==> src/rtl/socket_eeprom_cmd_parser.sv <==
// socket_eeprom_cmd_parser
//   Turns the UDP socket byte stream into 64-bit eeprom word reads/writes,
//   runs the eeprom req/done handshake and sends a reply frame back.
//   Commands (MSB first): 'W' addr d7..d0 (10 bytes), 'R' addr (2 bytes).
//   Replies: 'w' addr status, or 'r' addr status d7..d0.
// Ports
//   clk_125m, rst_n          clock, async active-low reset
//   net2pl_d/net2pl_wr       inbound socket bytes (no backpressure)
//   pl2net_d/pl2net_wr       outbound reply bytes, gated by pl2net_full
//   eeprom_idle              eeprom controller ready for a request
//   wr_req/wr_addr/wr_u64    write request (1 cycle), addr/data held after
//   wr_done                  write complete pulse
//   rd_req/rd_addr           read request (1 cycle), addr held after
//   rd_u64/rd_done           read data, valid in the rd_done cycle
//   busy                     command in progress (opcode accept .. last reply byte)
//   drop_cnt                 saturating count of discarded bytes
module socket_eeprom_cmd_parser #(
    parameter int PROT_ADDR = 240,
    parameter int FRAME_TO  = 12500000,
    parameter int EE_TO     = 125000000
) (
    input  logic        clk_125m,
    input  logic        rst_n,
    input  logic [7:0]  net2pl_d,
    input  logic        net2pl_wr,
    output logic [7:0]  pl2net_d,
    output logic        pl2net_wr,
    input  logic        pl2net_full,
    input  logic        eeprom_idle,
    output logic        wr_req,
    output logic [7:0]  wr_addr,
    output logic [63:0] wr_u64,
    input  logic        wr_done,
    output logic        rd_req,
    output logic [7:0]  rd_addr,
    input  logic [63:0] rd_u64,
    input  logic        rd_done,
    output logic        busy,
    output logic [15:0] drop_cnt
);

    localparam int FTW = (FRAME_TO < 2) ? 1 : $clog2(FRAME_TO);
    localparam int ETW = (EE_TO < 2) ? 1 : $clog2(EE_TO);
    localparam logic [FTW-1:0] FRAME_LAST = FTW'(FRAME_TO - 1);
    localparam logic [ETW-1:0] EE_LAST    = ETW'(EE_TO - 1);
    localparam logic [8:0]     PROT_A     = 9'(PROT_ADDR);

    localparam logic [7:0] OP_W = 8'h57, OP_R = 8'h52;
    localparam logic [7:0] RP_W = 8'h77, RP_R = 8'h72;
    localparam logic [7:0] ST_OK = 8'h00, ST_ALIGN = 8'hE1, ST_PROT = 8'hE2, ST_TO = 8'hE3;

    typedef enum logic [2:0] {
        S_IDLE, S_ADDR, S_DATA, S_CHECK, S_WAIT_IDLE, S_WAIT_DONE, S_REPLY
    } state_t;

    state_t         state, state_nxt;
    logic           is_wr;
    logic [7:0]     addr_q;
    logic [7:0]     status_q;
    logic [63:0]    rd_data_q;
    logic [3:0]     byte_cnt;   // bytes consumed of the current command
    logic [3:0]     idx;        // reply byte index
    logic [FTW-1:0] frame_tmr;
    logic [ETW-1:0] ee_tmr;

    logic           frame_exp, ee_exp, done_hit;
    logic [7:0]     chk_status;
    logic [3:0]     reply_last;
    logic [3:0]     drop_add;
    logic [63:0]    rd_shift;
    logic [16:0]    drop_sum;

    assign wr_addr = addr_q;
    assign rd_addr = addr_q;

    // ---------------- next state / outputs ----------------
    always_comb begin
        state_nxt  = state;
        wr_req     = 1'b0;
        rd_req     = 1'b0;
        pl2net_wr  = 1'b0;
        pl2net_d   = 8'h00;
        drop_add   = 4'd0;
        busy       = (state != S_IDLE);
        frame_exp  = (frame_tmr == FRAME_LAST) && !net2pl_wr;
        ee_exp     = (ee_tmr == EE_LAST);
        done_hit   = is_wr ? wr_done : rd_done;
        reply_last = is_wr ? 4'd2 : 4'd10;
        rd_shift   = rd_data_q >> {4'd10 - idx, 3'b000};

        chk_status = ST_OK;
        if (addr_q[2:0] != 3'd0)
            chk_status = ST_ALIGN;
        else if (is_wr && ({1'b0, addr_q} >= PROT_A))
            chk_status = ST_PROT;

        case (state)
            S_IDLE: begin
                if (net2pl_wr) begin
                    if (net2pl_d == OP_W || net2pl_d == OP_R)
                        state_nxt = S_ADDR;
                    else
                        drop_add = 4'd1;
                end
            end
            S_ADDR: begin
                if (net2pl_wr)
                    state_nxt = is_wr ? S_DATA : S_CHECK;
                else if (frame_exp) begin
                    state_nxt = S_IDLE;
                    drop_add  = byte_cnt;
                end
            end
            S_DATA: begin
                // opcode + addr + 7 data already consumed -> this is d0
                if (net2pl_wr && byte_cnt == 4'd9)
                    state_nxt = S_CHECK;
                else if (frame_exp) begin
                    state_nxt = S_IDLE;
                    drop_add  = byte_cnt;
                end
            end
            S_CHECK: begin
                state_nxt = (chk_status != ST_OK) ? S_REPLY : S_WAIT_IDLE;
                if (net2pl_wr) drop_add = 4'd1;
            end
            S_WAIT_IDLE: begin
                if (eeprom_idle) begin
                    wr_req    = is_wr;
                    rd_req    = !is_wr;
                    state_nxt = S_WAIT_DONE;
                end else if (ee_exp)
                    state_nxt = S_REPLY;
                if (net2pl_wr) drop_add = 4'd1;
            end
            S_WAIT_DONE: begin
                if (done_hit || ee_exp)
                    state_nxt = S_REPLY;
                if (net2pl_wr) drop_add = 4'd1;
            end
            S_REPLY: begin
                case (idx)
                    4'd0:    pl2net_d = is_wr ? RP_W : RP_R;
                    4'd1:    pl2net_d = addr_q;
                    4'd2:    pl2net_d = status_q;
                    default: pl2net_d = (status_q != ST_OK) ? 8'h00 : rd_shift[7:0];
                endcase
                if (!pl2net_full) begin
                    pl2net_wr = 1'b1;
                    if (idx == reply_last)
                        state_nxt = S_IDLE;
                end
                // a byte landing on the final reply cycle is still dropped
                if (net2pl_wr) drop_add = 4'd1;
            end
            default: state_nxt = S_IDLE;
        endcase

        drop_sum = {1'b0, drop_cnt} + 17'(drop_add);
    end

    // ---------------- state register ----------------
    always_ff @(posedge clk_125m or negedge rst_n) begin
        if (!rst_n) state <= S_IDLE;
        else        state <= state_nxt;
    end

    // ---------------- datapath ----------------
    always_ff @(posedge clk_125m or negedge rst_n) begin
        if (!rst_n) begin
            is_wr     <= 1'b0;
            addr_q    <= 8'h00;
            wr_u64    <= 64'h0;
            rd_data_q <= 64'h0;
            status_q  <= 8'h00;
            byte_cnt  <= 4'd0;
            idx       <= 4'd0;
            frame_tmr <= '0;
            ee_tmr    <= '0;
            drop_cnt  <= 16'h0;
        end else begin
            drop_cnt <= drop_sum[16] ? 16'hFFFF : drop_sum[15:0];
            case (state)
                S_IDLE: begin
                    if (net2pl_wr && (net2pl_d == OP_W || net2pl_d == OP_R)) begin
                        is_wr     <= (net2pl_d == OP_W);
                        byte_cnt  <= 4'd1;
                        frame_tmr <= '0;
                    end
                end
                S_ADDR, S_DATA: begin
                    if (net2pl_wr) begin
                        byte_cnt  <= byte_cnt + 4'd1;
                        frame_tmr <= '0;
                        if (state == S_ADDR) addr_q <= net2pl_d;
                        else                 wr_u64 <= {wr_u64[55:0], net2pl_d};
                    end else begin
                        frame_tmr <= frame_tmr + 1'b1;
                    end
                end
                S_CHECK: begin
                    status_q <= chk_status;
                    ee_tmr   <= '0;
                    idx      <= 4'd0;
                end
                S_WAIT_IDLE: begin
                    ee_tmr <= ee_tmr + 1'b1;
                    if (!eeprom_idle && ee_exp) status_q <= ST_TO;
                end
                S_WAIT_DONE: begin
                    ee_tmr <= ee_tmr + 1'b1;
                    if (done_hit) begin
                        status_q <= ST_OK;
                        if (!is_wr) rd_data_q <= rd_u64;
                    end else if (ee_exp)
                        status_q <= ST_TO;
                end
                S_REPLY: begin
                    if (!pl2net_full) idx <= idx + 4'd1;
                end
                default: ;
            endcase
        end
    end

endmodule
==> config.mk <==
export PLATFORM = sky130hd
export DESIGN_NAME = socket_eeprom_cmd_parser
export DESIGN_NICKNAME = d
export VERILOG_FILES = /design/src/rtl/socket_eeprom_cmd_parser.sv
export SDC_FILE = /design/constraint.sdc
export NUM_CORES = 1
export LEC_CHECK = 0
export ABC_AREA = 1
export CAP_MARGIN = 40
export CORE_MARGIN = 2
export CORE_UTILIZATION = 30
export DETAILED_ROUTE_END_ITERATION = 10
export PLACE_DENSITY = 0.55
export SLEW_MARGIN = 10
export SYNTH_ARGS = -nofsm -noshare
export SYNTH_HDL_FRONTEND = slang
export SYNTH_SLANG_ARGS = --single-unit
export TNS_END_PERCENT = 30
==> constraint.sdc <==
create_clock -name clk_125m -period 5.85 [get_ports clk_125m]
set_input_delay 0.585 -clock clk_125m [delete_from_list [all_inputs] [get_ports clk_125m]]
set_output_delay 0.585 -clock clk_125m [all_outputs]
set_load 0.005 [all_outputs]
### Yosys cells after proc, flatten, opt, wreduce, memory -nomap -nowiden

Index checks and enable logic that the tools add are counted.

| storage, ports and cells | value |
|---|---|
| bits in registers | 223 |
| logic and storage cells | 125 |

| operators by class | value |
|---|---|
| $add $sub $neg | 6 |
| $lt $le $gt $ge | 1 |
| equal/unequal tests | 24 |
| shifts and indexed selects | 1 |
| multiplexer cells | 48 |
| bitwise gates (word level) | 2 |
| reductions and logical operators | 32 |

Operator list:

| kind | count |
|---|---|
| $shr 64x7->8 | 1 |
| $mux 8 | 7 |
| $pmux 27 s2 | 1 |
| $mux 24 | 2 |
| $pmux 24 s2 | 1 |
| $pmux 8 s3 | 2 |
| $mux 3 | 11 |
| $mux 4 | 7 |
| $add 27x1->27 const B | 1 |
| $eq 27x27->1 const B | 1 |
| $add 24x1->24 const B | 1 |
| $eq 24x24->1 const B | 1 |
| $pmux 3 s7 | 1 |
| $add 16x4->17 | 1 |
| $eq 8x7->1 const B | 2 |
| $mux 16 | 1 |
| $ne 2x2->1 const B | 8 |
| $pmux 4 s2 | 2 |
| $pmux 4 s4 | 1 |
| $reduce_bool 8->1 | 2 |
| $reduce_and 3->1 | 5 |
| $mux 1 | 11 |
| $eq 3x3->1 const B | 3 |
| $reduce_bool 3->1 | 3 |
| other kinds (22) | 38 |

### Depth between registers and ports, before layout

| depth | value |
|---|---|
| depth after elaboration | 7 |
| depth in mapped cells | 17 |
| mapped depth without buffers | 17 |

### Least setup slack after synthesis

OpenSTA, ideal clock, no wires.

| timing path | value |
|---|---|
| path type | input to register |
| start | input port net2pl_d[7] |
| end | register drop_cnt[9] |
| library setup time | 0.129 ns |
| arrival time | 2.560 ns |
| slack | 3.161 ns |
| cell stages on the path | 17 |
| cells stage by stage | inv_1 > nand2_1 > nor2_1 > nand2_1 > nand2_1 > nor2_1 > o21ai_0 > o21ai_0 > ha_1 > fa_1 > nand3_1 > nand3_1 > nand2_1 > nor2_2 > nand2_1 > buf_2 > nand3_1 |

| on the way | value |
|---|---|
| cells in the longest elaborated chain, start to end | 7 |
| elaborated cells on any way between the ends | 8 |

Ends and longest elaborated chain:

| what | RTL line | source |
|---|---|---|
| from (decl) | 24 | `input logic [7:0] net2pl_d,` |
| $eq 8x7->1 | 100 | `if (net2pl_d == OP_W \|\| net2pl_d == OP_R)` |
| $logic_or 1x1->1 * | 100 |  |
| $mux 1 * | 100 |  |
| $mux 1 * | 99 | `if (net2pl_wr) begin` |
| $pmux 4 s4 * | 97 | `case (state)` |
| $add 16x4->17 * | 159 | `drop_sum = {1'b0, drop_cnt} + 17'(drop_add);` |
| $mux 16 * | 182 | `drop_cnt <= drop_sum[16] ? 16'hFFFF : drop_sum[15:0];` |
| to (signal assigned) | 182 |  |
| to (decl) | 39 | `output logic [15:0] drop_cnt` |

Every way passes the cells marked *; elsewhere a longest branch is shown, timed or not.
A chain may end at the register's enable or synchronous reset.

### Worst setup path in the final report

| timing path | value |
|---|---|
| start | register idx[1] |
| end | output port pl2net_d[0] |

| on the way | value |
|---|---|
| cells in the longest elaborated chain, start to end | 5 |
| elaborated cells on any way between the ends | 8 |

Ends and longest elaborated chain:

| what | RTL line | source |
|---|---|---|
| from (decl) | 62 | `logic [3:0] idx;` |
| from (signal assigned) | 219 | `if (!pl2net_full) idx <= idx + 4'd1;` |
| $sub 4x4->4 | 89 | `rd_shift = rd_data_q >> {4'd10 - idx, 3'b000};` |
| $shr 64x7->8 | 89 |  |
| $mux 8 | 146 | `default: pl2net_d = (status_q != ST_OK) ? 8'h00 : rd_shift[7:0];` |
| $pmux 8 s3 * | 142 | `case (idx)` |
| $mux 8 * | 97 |  |
| to (decl) | 26 | `output logic [7:0] pl2net_d,` |

Marked as above.

==> run metrics <==
run status complete, no violations; Fillers around 3800; Setup TNS 0 ns; number of synthesized flops with an enable pin 0; PortBufs 186; register area share after synthesis approximately half; vias in the first global route ~9700; count of state elements after synthesis ~220; Hold Crit Class in -> async; Die X between 150 and 200 um; Rows 70; Worst EP arrival between 3 and 4 ns; Worst slew margin approximately two fifths; Max Cap Viol 0; Root Driver clkbuf_16; Worst setup EP type output pin; mean area per synthesized cell around 7.8 um^2; most frequent cell after synthesis nand2_1; clk_skew roughly 0.01 ns; largest fanout on the critical path 17; final worst slack between 1.5 and 2 ns; largest net degree at the start of global routing between 100 and 150; Starting DRT DRC Count around 530; share of cells above drive strength 1 under 10%; Syn Nets 1544; Synth top area share about half; Post-synth top cells nand2_1 (499), dfrtp_1 (218), inv_1 (140), o21ai_0 (111), nand3_1 (108); nets between 1500 and 2000; area of the core roughly 0.037 mm^2; Total Power ~6000 uW; grt ovf 0; yosys warns 0; most common flop cell mapped by yosys dfrtp_1; Die Height 198 um; WL per Instance between 15 and 20 um; GPL Wtd Cong roughly 0.9; Slew Limit Fails 0; Tmin final roughly 3.9 ns; max frequency 0.259 GHz; VDD IR-drop max about 0.00017 V; power per cell area 411 mW/mm^2; Via density approximately 4.7; Num CTS Buffers 27; Netlist Area Pre-Place ~0.011 mm^2; antenna violations before repair 3; TritonCTS clock tree done; DRT Pass-1 Iters 6; Leak ~0.0066 uW; area leader, netlist dfrtp_1; RSZ-0062 raised after global routing no; DR DRC count 0; drt total wl roughly 32000 um; Post-CTS Setup Inserts 0; # H-tree levels 1; critical path startpoint category register; post-route antenna net violation count 0; Placement Setup Slack 1.72 ns; post-CTS sizing 0; Netlist cell types 38; final setup violation count 0; Skew-Pair Late Insertion Delay approximately 0.53 ns; clk slew on worst S/H paths about 0.060 ns; Worst Tran Pin Value 0.894 ns; Final Hold Viols 0; I/O Pins around 190; fraction of registers with async set or reset after synthesis 100%; routed via count between 9000 and 10000; clk buf depth 3; Die ar. between 0.03 and 0.04 mm^2; DP HPWL ~23000 um; Sequential Area between 0.005 and 0.006 mm^2; worst-case reg-to-reg path depth 16; top cells by area, synth dfrtp_1 (48%), nand2_1 (17%), o21ai_0 (4.9%); period utilisation layout 66.0%; WP data required between 5 and 6 ns; Area Overhead vs Synth 27.9%; first-pass GRT wire length roughly 52000 um; Cells after Synth between 1000 and 1500; multi-input logic area slightly below 0.005 mm^2; Total Routing Usage GR 16.6%; CTS Sinks approximately 220; critical path class reg -> out; hold bufs inserted after CTS 0; Antenna diodes 0; Initial Utilization just over 30%
where the power goes:
part / switching (uW) / internal (uW) / leakage [uW]
logic: 1070 / 884 / 0.00325
clock network: 642 / 1010 / 0.000441
registers: 356 / 1960 / 0.00286
total: 2070 / 3860 / 0.00656
per-layer routing:
| layer | GRT usage [%] | routed length, um |
|---|---|---|
| met5 | 0 | 27 |
| met3 | 3.66 | 2040 |
| met4 | 3.54 | 575 |
| met2 | 26.3 | 14400 |
| met1 | 23.2 | 15400 |
critical path, stage by stage, from the launching register on:
cell             delay (ns)
dfrtp_1                0.45
inv_1                  0.11
ha_1                   0.29
inv_1                  0.45
buf_8                  0.24
a21oi_1                0.05
o21ai_0                0.12
nand2_1                0.11
nand2_1                0.07
nand3_1                0.07
nand2_1                0.07
nand2_1                0.05
nor2_1                 0.09
clkdlybuf4s50_1        0.56
final cells by class:
| class | instances | share of cell area (%) |
|---|---|---|
| Timing Repair Buffer | 195 | 13.7 |
| Clock inverter | 6 | 0.451 |
| Multi-Input combinational cell | 1030 | 34.3 |
| Tap cell | 468 | 4.06 |
| Inverter | 147 | 3.83 |
| Sequential cell | 218 | 37.9 |
| Clock buffer | 42 | 5.77 |
layout by cell type, fill, tap and decap left out, drive strengths merged, types with 4 or more instances in the layout:
| cell type | n |
|---|---|
| dfrtp | 218 |
| a31oi | 4 |
| xor2 | 4 |
| nand2 | 504 |
| a22oi | 4 |
| nor2 | 108 |
| nand3 | 108 |
| o21ai | 127 |
| mux2 | 34 |
| clkbuf | 42 |
| buf | 10 |
| a21oi | 33 |
| nor3 | 20 |
| o211ai | 14 |
| ha | 13 |
| clkdlybuf4s50 | 185 |
| nand4 | 35 |
| inv | 148 |
metrics by stage:
step / area, um^2 / hold slack, ns / util (%) / std cells
2_1_floorplan: 11300 / 0.289 / - / 1451
3_3_place_gp: 13500 / 0.452 / 36.6 / 2055
3_5_place_dp: 13500 / 0.458 / 36.7 / 2058
4_1_cts: 14400 / 0.133 / 39.2 / 2106
5_1_grt: 14400 / 0.158 / 39.2 / 2106
6_report: 14400 / 0.0662 / 39.2 / 2106
cells by family (layout without fill, tap and decap cells):
family | Yosys count | after routing | share of synthesized area, %
and+or+nand+nor | 787 | 787 | 29.3
DFF | 218 | 218 | 48.4
buffers and inverters | 203 | 390 | 7.75
AOI/OAI and AO/OA | 188 | 188 | 8.93
muxes | 34 | 34 | 3.40
adders and majority gates | 14 | 14 | 1.62
xor gates and xnor gates | 7 | 7 | 0.611
sequential cells by signal, indices dropped and copies added (netlist names), 4 cells and up:
name / cells
ee_tmr: 27
rd_data_q: 64
byte_cnt: 4
idx: 4
rd_addr: 8
drop_cnt: 16
wr_u64: 64
frame_tmr: 24
path summary, 6_finish.rpt:
| check | startpoint | endpoint | slack, ns |
|---|---|---|---|
| worst max-delay path | idx[1] | pl2net_d[0] | 1.99 |
| worst min-delay path | rst_n | rd_data_q[30] | 0.07 |
| worst max register to register | state[1] | drop_cnt[8] | 2.13 |
| worst min register to register | wr_u64[59] | wr_u64[59] | 0.47 |
| max in group asynchronous | rst_n | wr_u64[31] | 4.66 |
| min in group clk_125m | wr_u64[59] | wr_u64[59] | 0.47 |
No activity file was read; power rests on OpenSTA's default activity.
